[config.mk]
export PLATFORM = sky130hd
export DESIGN_NAME = hs_ram_arbiter
export DESIGN_NICKNAME = d
export VERILOG_FILES = /design/src/rtl/hs_ram_arbiter.sv
export SDC_FILE = /design/constraint.sdc
export NUM_CORES = 1
export LEC_CHECK = 0
export CAP_MARGIN = 25
export CORE_UTILIZATION = 45
export DETAILED_ROUTE_END_ITERATION = 6
export PLACE_DENSITY_LB_ADDON = 0.2
export SYNTH_ARGS = -nofsm -noshare
export SYNTH_HDL_FRONTEND = slang
export SYNTH_SLANG_ARGS = --single-unit
[constraint.sdc]
create_clock -name clk_sys -period 2.3 [get_ports clk_sys]
set_clock_uncertainty 0.15 [all_clocks]
set_input_delay 0.69 -clock clk_sys [delete_from_list [all_inputs] [get_ports clk_sys]]
set_output_delay 0.69 -clock clk_sys [all_outputs]
set_load 0.02 [all_outputs]
[src/rtl/hs_ram_arbiter.sv]
// Work-RAM port arbiter between the core CPU and the hiscore save/restore engine.
// Pauses the core, hands the port over for single-byte transfers, then gives it back.
module hs_ram_arbiter #(
    parameter int AW      = 11,
    parameter int DW      = 8,
    parameter int RD_LAT  = 1,
    parameter int SETTLE  = 4,
    parameter int TIMEOUT = 1023
) (
    input  logic          clk_sys,
    input  logic          reset_n,
    input  logic          hs_req,
    input  logic          hs_stb,
    input  logic          hs_we,
    input  logic [AW-1:0] hs_addr,
    input  logic [DW-1:0] hs_wdata,
    output logic          hs_grant,
    output logic          hs_ack,
    output logic [DW-1:0] hs_rdata,
    output logic          timeout,
    output logic          pause_req,
    input  logic          pause_ack,
    input  logic [AW-1:0] cpu_addr,
    input  logic [DW-1:0] cpu_wdata,
    input  logic          cpu_we,
    output logic [DW-1:0] cpu_rdata,
    output logic [AW-1:0] ram_addr,
    output logic [DW-1:0] ram_wdata,
    output logic          ram_we,
    input  logic [DW-1:0] ram_rdata
);

    typedef enum logic [2:0] {
        S_IDLE,
        S_WAIT,
        S_SETTLE,
        S_OWN,
        S_XFER,
        S_REL,
        S_ABORT
    } state_t;

    localparam logic [9:0] TO_C     = 10'(TIMEOUT);
    localparam logic [3:0] SETTLE_C = 4'(SETTLE);
    localparam logic [1:0] RD_LAT_C = 2'(RD_LAT);

    state_t        state_q, state_d;
    logic [9:0]    wait_q, wait_d;
    logic [3:0]    settle_q, settle_d;
    logic [1:0]    lat_q, lat_d;
    logic [AW-1:0] xaddr_q, xaddr_d;
    logic [DW-1:0] xdata_q, xdata_d;
    logic          xwe_q, xwe_d;
    logic          ack_q, ack_d;
    logic [DW-1:0] rdata_q, rdata_d;

    logic [9:0] wait_inc;
    logic [3:0] settle_inc;

    assign wait_inc   = wait_q + 10'd1;
    assign settle_inc = settle_q + 4'd1;

    always_ff @(posedge clk_sys or negedge reset_n) begin
        if (!reset_n) begin
            state_q  <= S_IDLE;
            wait_q   <= '0;
            settle_q <= '0;
            lat_q    <= '0;
            xaddr_q  <= '0;
            xdata_q  <= '0;
            xwe_q    <= 1'b0;
            ack_q    <= 1'b0;
            rdata_q  <= '0;
        end else begin
            state_q  <= state_d;
            wait_q   <= wait_d;
            settle_q <= settle_d;
            lat_q    <= lat_d;
            xaddr_q  <= xaddr_d;
            xdata_q  <= xdata_d;
            xwe_q    <= xwe_d;
            ack_q    <= ack_d;
            rdata_q  <= rdata_d;
        end
    end

    always_comb begin
        state_d  = state_q;
        wait_d   = wait_q;
        settle_d = settle_q;
        lat_d    = lat_q;
        xaddr_d  = xaddr_q;
        xdata_d  = xdata_q;
        xwe_d    = xwe_q;
        ack_d    = 1'b0;
        rdata_d  = rdata_q;
        case (state_q)
            S_IDLE: begin
                if (hs_req) begin
                    state_d = S_WAIT;
                    wait_d  = '0;
                end
            end
            S_WAIT: begin
                wait_d = wait_inc;
                if (!hs_req) begin
                    state_d = S_REL;
                end else if (pause_ack) begin
                    state_d  = S_SETTLE;
                    settle_d = '0;
                end else if (wait_inc == TO_C) begin
                    state_d = S_ABORT;
                end
            end
            S_SETTLE: begin
                if (!hs_req) begin
                    state_d = S_REL;
                end else if (!pause_ack) begin
                    state_d = S_WAIT;
                end else if (settle_inc == SETTLE_C) begin
                    state_d = S_OWN;
                end else begin
                    settle_d = settle_inc;
                end
            end
            S_OWN: begin
                if (hs_stb) begin
                    state_d = S_XFER;
                    xaddr_d = hs_addr;
                    xdata_d = hs_wdata;
                    xwe_d   = hs_we;
                    lat_d   = '0;
                end else if (!hs_req) begin
                    state_d = S_REL;
                end
            end
            S_XFER: begin
                lat_d = lat_q + 2'd1;
                // Reads hold the address one extra cycle so RAM data lands before capture
                if (xwe_q) begin
                    state_d = S_OWN;
                    ack_d   = 1'b1;
                end else if (lat_q == RD_LAT_C) begin
                    state_d = S_OWN;
                    ack_d   = 1'b1;
                    rdata_d = ram_rdata;
                end
            end
            S_REL: begin
                state_d = S_IDLE;
            end
            S_ABORT: begin
                if (!hs_req) begin
                    state_d = S_IDLE;
                end
            end
            default: begin
                state_d = S_IDLE;
            end
        endcase
    end

    assign hs_grant  = (state_q == S_OWN) || (state_q == S_XFER);
    assign hs_ack    = ack_q;
    assign hs_rdata  = rdata_q;
    assign timeout   = (state_q == S_ABORT);
    assign pause_req = (state_q == S_WAIT) || (state_q == S_SETTLE) ||
                       (state_q == S_OWN)  || (state_q == S_XFER)   ||
                       (state_q == S_REL);

    assign cpu_rdata = ram_rdata;

    always_comb begin
        ram_addr  = cpu_addr;
        ram_wdata = cpu_wdata;
        ram_we    = cpu_we;
        if (state_q == S_XFER) begin
            ram_addr  = xaddr_q;
            ram_wdata = xdata_q;
            ram_we    = xwe_q && (lat_q == 2'd0);
        end else if ((state_q == S_OWN) || (state_q == S_REL)) begin
            ram_we = 1'b0;
        end
    end

endmodule

* Word level (Yosys, flattened, before mapping)
Cells that the tools add are included.
** Word-level totals
- Register bits :: 48
- Input port bits :: 53
- Output and inout port bits :: 40
** Cells by class
- Add/sub/neg operators :: 3
- Equal/unequal tests :: 21
- Muxes and demuxes :: 30
- Bitwise gates (word level) :: 1
- Reduce and logical (&&, ||, !) cells :: 18
** Operators with widths (number)
- $mux W3 :: 12
- $mux W4 :: 5
- $pmux W10 S2 :: 1
- $pmux W3 S6 :: 1
- $ne A2 B2 Y1 const B :: 8
- $reduce_and A6 Y1 :: 2
- $mux W11 :: 1
- $add A10 B1 Y10 const B :: 1
- $eq A10 B10 Y1 const B :: 1
- $mux W10 :: 1
- $eq A3 B3 Y1 const B :: 3
- $mux W8 :: 1
- $ne A4 B4 Y1 const B :: 2
- $pmux W4 S2 :: 1
- $eq A3 B2 Y1 const B :: 2
- $logic_or A1 B1 Y1 :: 6
- $ne A3 B3 Y1 const B :: 2
- $reduce_and A2 Y1 :: 3
- $reduce_bool A2 Y1 :: 3
- $mux W1 :: 5
- $add A4 B1 Y4 const B :: 1
- $eq A4 B3 Y1 const B :: 1
- $pmux W2 S2 :: 1
- $eq A3 B1 Y1 const B :: 1
- 8 further kinds :: 8

* Logic depth before layout (Yosys ltp)
- Depth after elaboration :: 6
- Mapped depth :: 7
- Depth with buffers taken out :: 7

* Worst setup path after synthesis
No wires, ideal clock.
- Path kind :: reg-to-output
- Start point :: register state_q[1]
- End point :: output hs_grant
- Arrival :: 1.514 ns
- Slack :: -0.054 ns
- Cell stages (with the launch flop) :: 6
- Path buffers :: 2
- Cells stage by stage :: dfrtp_1 -> clkbuf_1 -> nor2_1 -> nand2_1 -> clkbuf_1 -> o21ai_0
** Between the ends
- Longest elaborated chain between the ends :: 2
- Elaborated cells on any way between the ends :: 3
- Those cells by class :: 2 x eq/ne; 1 x reduce/logical
** Ends and longest elaborated chain
- from (decl) :: RTL line 47 : state_t state_q, state_d;
- from (signal assigned) :: RTL line 75 : state_q <= state_d;
- $eq A3 B2 Y1 or $eq A3 B3 Y1 (tied branches) :: RTL line 163 : assign hs_grant = (state_q == S_OWN) || (state_q == S_XFER);
- $logic_or A1 B1 Y1 (*) :: RTL line 163
- to (decl) :: RTL line 17 : output logic hs_grant,
Every way passes the cells marked *; elsewhere a longest branch is shown, timed or not.

* Worst setup path in the final report
- Start point :: register state_q[0]
- End point :: output ram_wdata[5]
** Between the ends
- Longest elaborated chain between the ends :: 2
** Ends and longest elaborated chain
- $eq A3 B3 Y1 :: RTL line 177 : if (state_q == S_XFER) begin
- $mux W8 :: RTL line 177
- to (decl) :: RTL line 28 : output logic [DW-1:0] ram_wdata,
No other way between the ends.

==> metrics.txt <==
Flop pwr share 0.324; final net count approximately 450; period utilization 1.03; synth top area cells dfrtp_1 (45%), mux2_2 (12%), nand2_1 (10%); worst rel slew slack 0.595; Largest stage delay, worst path ~450 ps; RSZ-0062 raised after global routing true; final worst slack -65.0 ps; die height roughly 79 µm; Avg Inst Size Synth a little over 9 µm²; cell taking the most area after synthesis dfrtp_1; fin. max-slew vios 0; FILL cells 427; CP Capture Type output pin; Final Core Density 0.736; pwr dens between 1000 and 1500 mW/mm²; Worst EP required 1460 ps; Syn Inst Count 284; kind of cell adding the most delay to the critical path flip-flops; drt drc 0; initial DRC count 95; worst ir drop on vdd 669 µV; crit-path cells nor3_4 -> buf_6 -> nand2_2 -> nand2_2 -> buf_6; Ys Warns 0; H-tree Lvls 2; register area share after synthesis 0.455; Routed WL per cell between 10 and 15 µm; P_int roughly 2.9 mW; Placed Instances ~460; Final Power roughly 4.6 mW; clk root buf clkbuf_8; Via-to-Cell Ratio roughly 5.3; failing checks negative setup slack; placed cell area 0.00375 mm²; clk buf depth 2; worst-path maximum fanout 8; io pins 93; Netlist cell types 46; outcome finished with violations; row cnt 27; RD Place Congestion about 0.83; Skew-Pair Late Insertion Delay approximately 300 ps; total number of vias approximately 2500; pin count of the biggest net entering global routing 23; vias in the first global route between 2000 and 2500; Synth Flop Type dfrtp_1; Die ar. about 0.0062 mm²; Clk pin slew, worst setup/hold paths around 90 ps; # setup viols final 16; Synth Net Count about 340; crit start category flop; Gate power share 0.495; clock tree sinks 48; Initial Util 0.474; NetSw between 1.5 and 2 mW; CP Buf/Inv Count 2; top post-synthesis cells by count nand2_1 (73), dfrtp_1 (48), mux2_2 (28), o21ai_0 (23), nand3_1 (14); max cap viols 0; worst hold slack roughly 180 ps; Layout area overhead 55.5%; die width 78.6 µm; Synth top area share 0.455; WP data arrival 1530 ps; Post-Route WL 6790 µm; number of hold violations in the final report 0; Place WS -546 ps; Post-synth EDFFs 0; Slowest-stage cell, CP dfrtp_2; DP HPWL 4690 µm; DRT antenna net count 0; CTS tree done; highest clock rate 423 MHz; number of inserted diodes 0; GRT overflow 0; CTS buffer count 5; core area 0.00557 mm²; layout cells sized above 1 0.369; drt pass-1 iters 4; fin crit period between 2000 and 2500 ps; Sw Ratio 0.371; Layout Cells excl Fill 465; first-pass GRT wire length 10800 µm; Mapped Area around 0.0026 mm²; I/O Buffers 92; setup TNS -663 ps; top-count cell post-synth nand2_1; flops & latches, synth 48; slew at the pin with the worst max-slew slack approximately 600 ps; Clock power frac 0.181; asr flop ratio synth 1.00; initial antenna violation count 0; Lkg Pwr roughly 1.9 nW; critical path class reg -> out; gr usage total 0.225; Final Cell Area 0.00411 mm²; Hold Crit Class in -> async
==> power groups by stage <==
stage	Combinational, mW	Clock, mW	Sequential [mW]
2_1_floorplan	1.10	0	1.48
3_3_place_gp	2.04	0	1.41
3_5_place_dp	2.09	0	1.43
4_1_cts	2.21	0.849	1.46
5_1_grt	2.46	0.877	1.53
6_report	2.27	0.830	1.48
==> registers in the layout, indices dropped and copies added (netlist names) <==
register	count
xaddr_q	11
wait_q	10
hs_rdata	8
xdata_q	8
settle_q	4
state_q	3
lat_q	2
hs_ack	1
xwe_q	1
==> worst reg2reg max path, cell delays in order, from the launching register on <==
cell and delay (ps):
dfrtp_1 390, inv_1 70, buf_4 100, ha_1 180, nor2_1 70, o32ai_1 310
o22ai_1 140, or2b_1 270, o31ai_2 270
==> cell type report <==
cell class                      instances  area, µm²  share of cell area
Tap cell                               72       90.1              0.0219
Clock buffer                            5       68.8              0.0168
Timing Repair Buffer                  122       1180               0.289
Inverter                                7       26.3             0.00640
Clock inverter                          3       90.1              0.0219
Multi-Input combinational cell        208       1440               0.351
Sequential cell                        48       1200               0.293
==> metal layers <==
layer  share of wire  up-vias  global-route usage
li1                -     1194                   -
met2            0.50       81               0.382
met4           0.025        0              0.0926
met5               0        -                   0
met3           0.061       16              0.0453
met1            0.41     1178               0.276
==> cells in the final DEF, fill, tap and decap left out, drive strengths merged, types with 5 or more instances in the layout <==
master	instances
nand3	14
inv	7
o21ai	24
nor2	9
clkdlybuf4s50	59
buf	55
clkdlybuf4s15	6
nand4	5
clkbuf	6
mux2	28
nand2	73
dfrtp	48
o31ai	5
ha	6
==> logic make-up (layout without fill, tap and decap cells) <==
| family | count (synthesis) | after routing | share of synthesized area |
|---|---|---|---|
| and+or+nand+nor | 124 | 124 | 0.218 |
| DFF | 48 | 48 | 0.455 |
| AOI/OAI and AO/OA | 47 | 47 | 0.110 |
| muxes | 28 | 28 | 0.119 |
| buffers and inverters | 28 | 137 | 0.0583 |
| adders and majority gates | 6 | 6 | 0.0284 |
| xor gates and xnor gates | 3 | 3 | 0.00995 |
==> what timing repair did <==
action | CTS | global route
hold buffers | 0 | 0
pin swaps | 28 | 17
setup endpoints to repair | 31 | 25
gates resized for setup | 197 | 23
buffers inserted | 1 | 0
gates cloned | 1 | 0
==> path summary, 6_finish.rpt <==
kind / startpoint / endpoint / slack [ps] / depth (start not counted)
setup reg to reg: lat_q[1]$_DFFE_PN0P_ / state_q[2]$_DFFE_PN0P_ / 260 / 8
min in group clk_sys: wait_q[9]$_DFFE_PN0P_ / wait_q[9]$_DFFE_PN0P_ / 340 / 1
setup / recovery: state_q[0]$_DFFE_PN0P_ / ram_wdata[5] / -70 / 5
hold reg to reg: wait_q[9]$_DFFE_PN0P_ / wait_q[9]$_DFFE_PN0P_ / 340 / 1
max in group asynchronous: reset_n / state_q[1]$_DFFE_PN0P_ / 1220 / 2
hold / removal: reset_n / state_q[2]$_DFFE_PN0P_ / 180 / 1
Note: power is estimated with default switching activity, not from simulation.
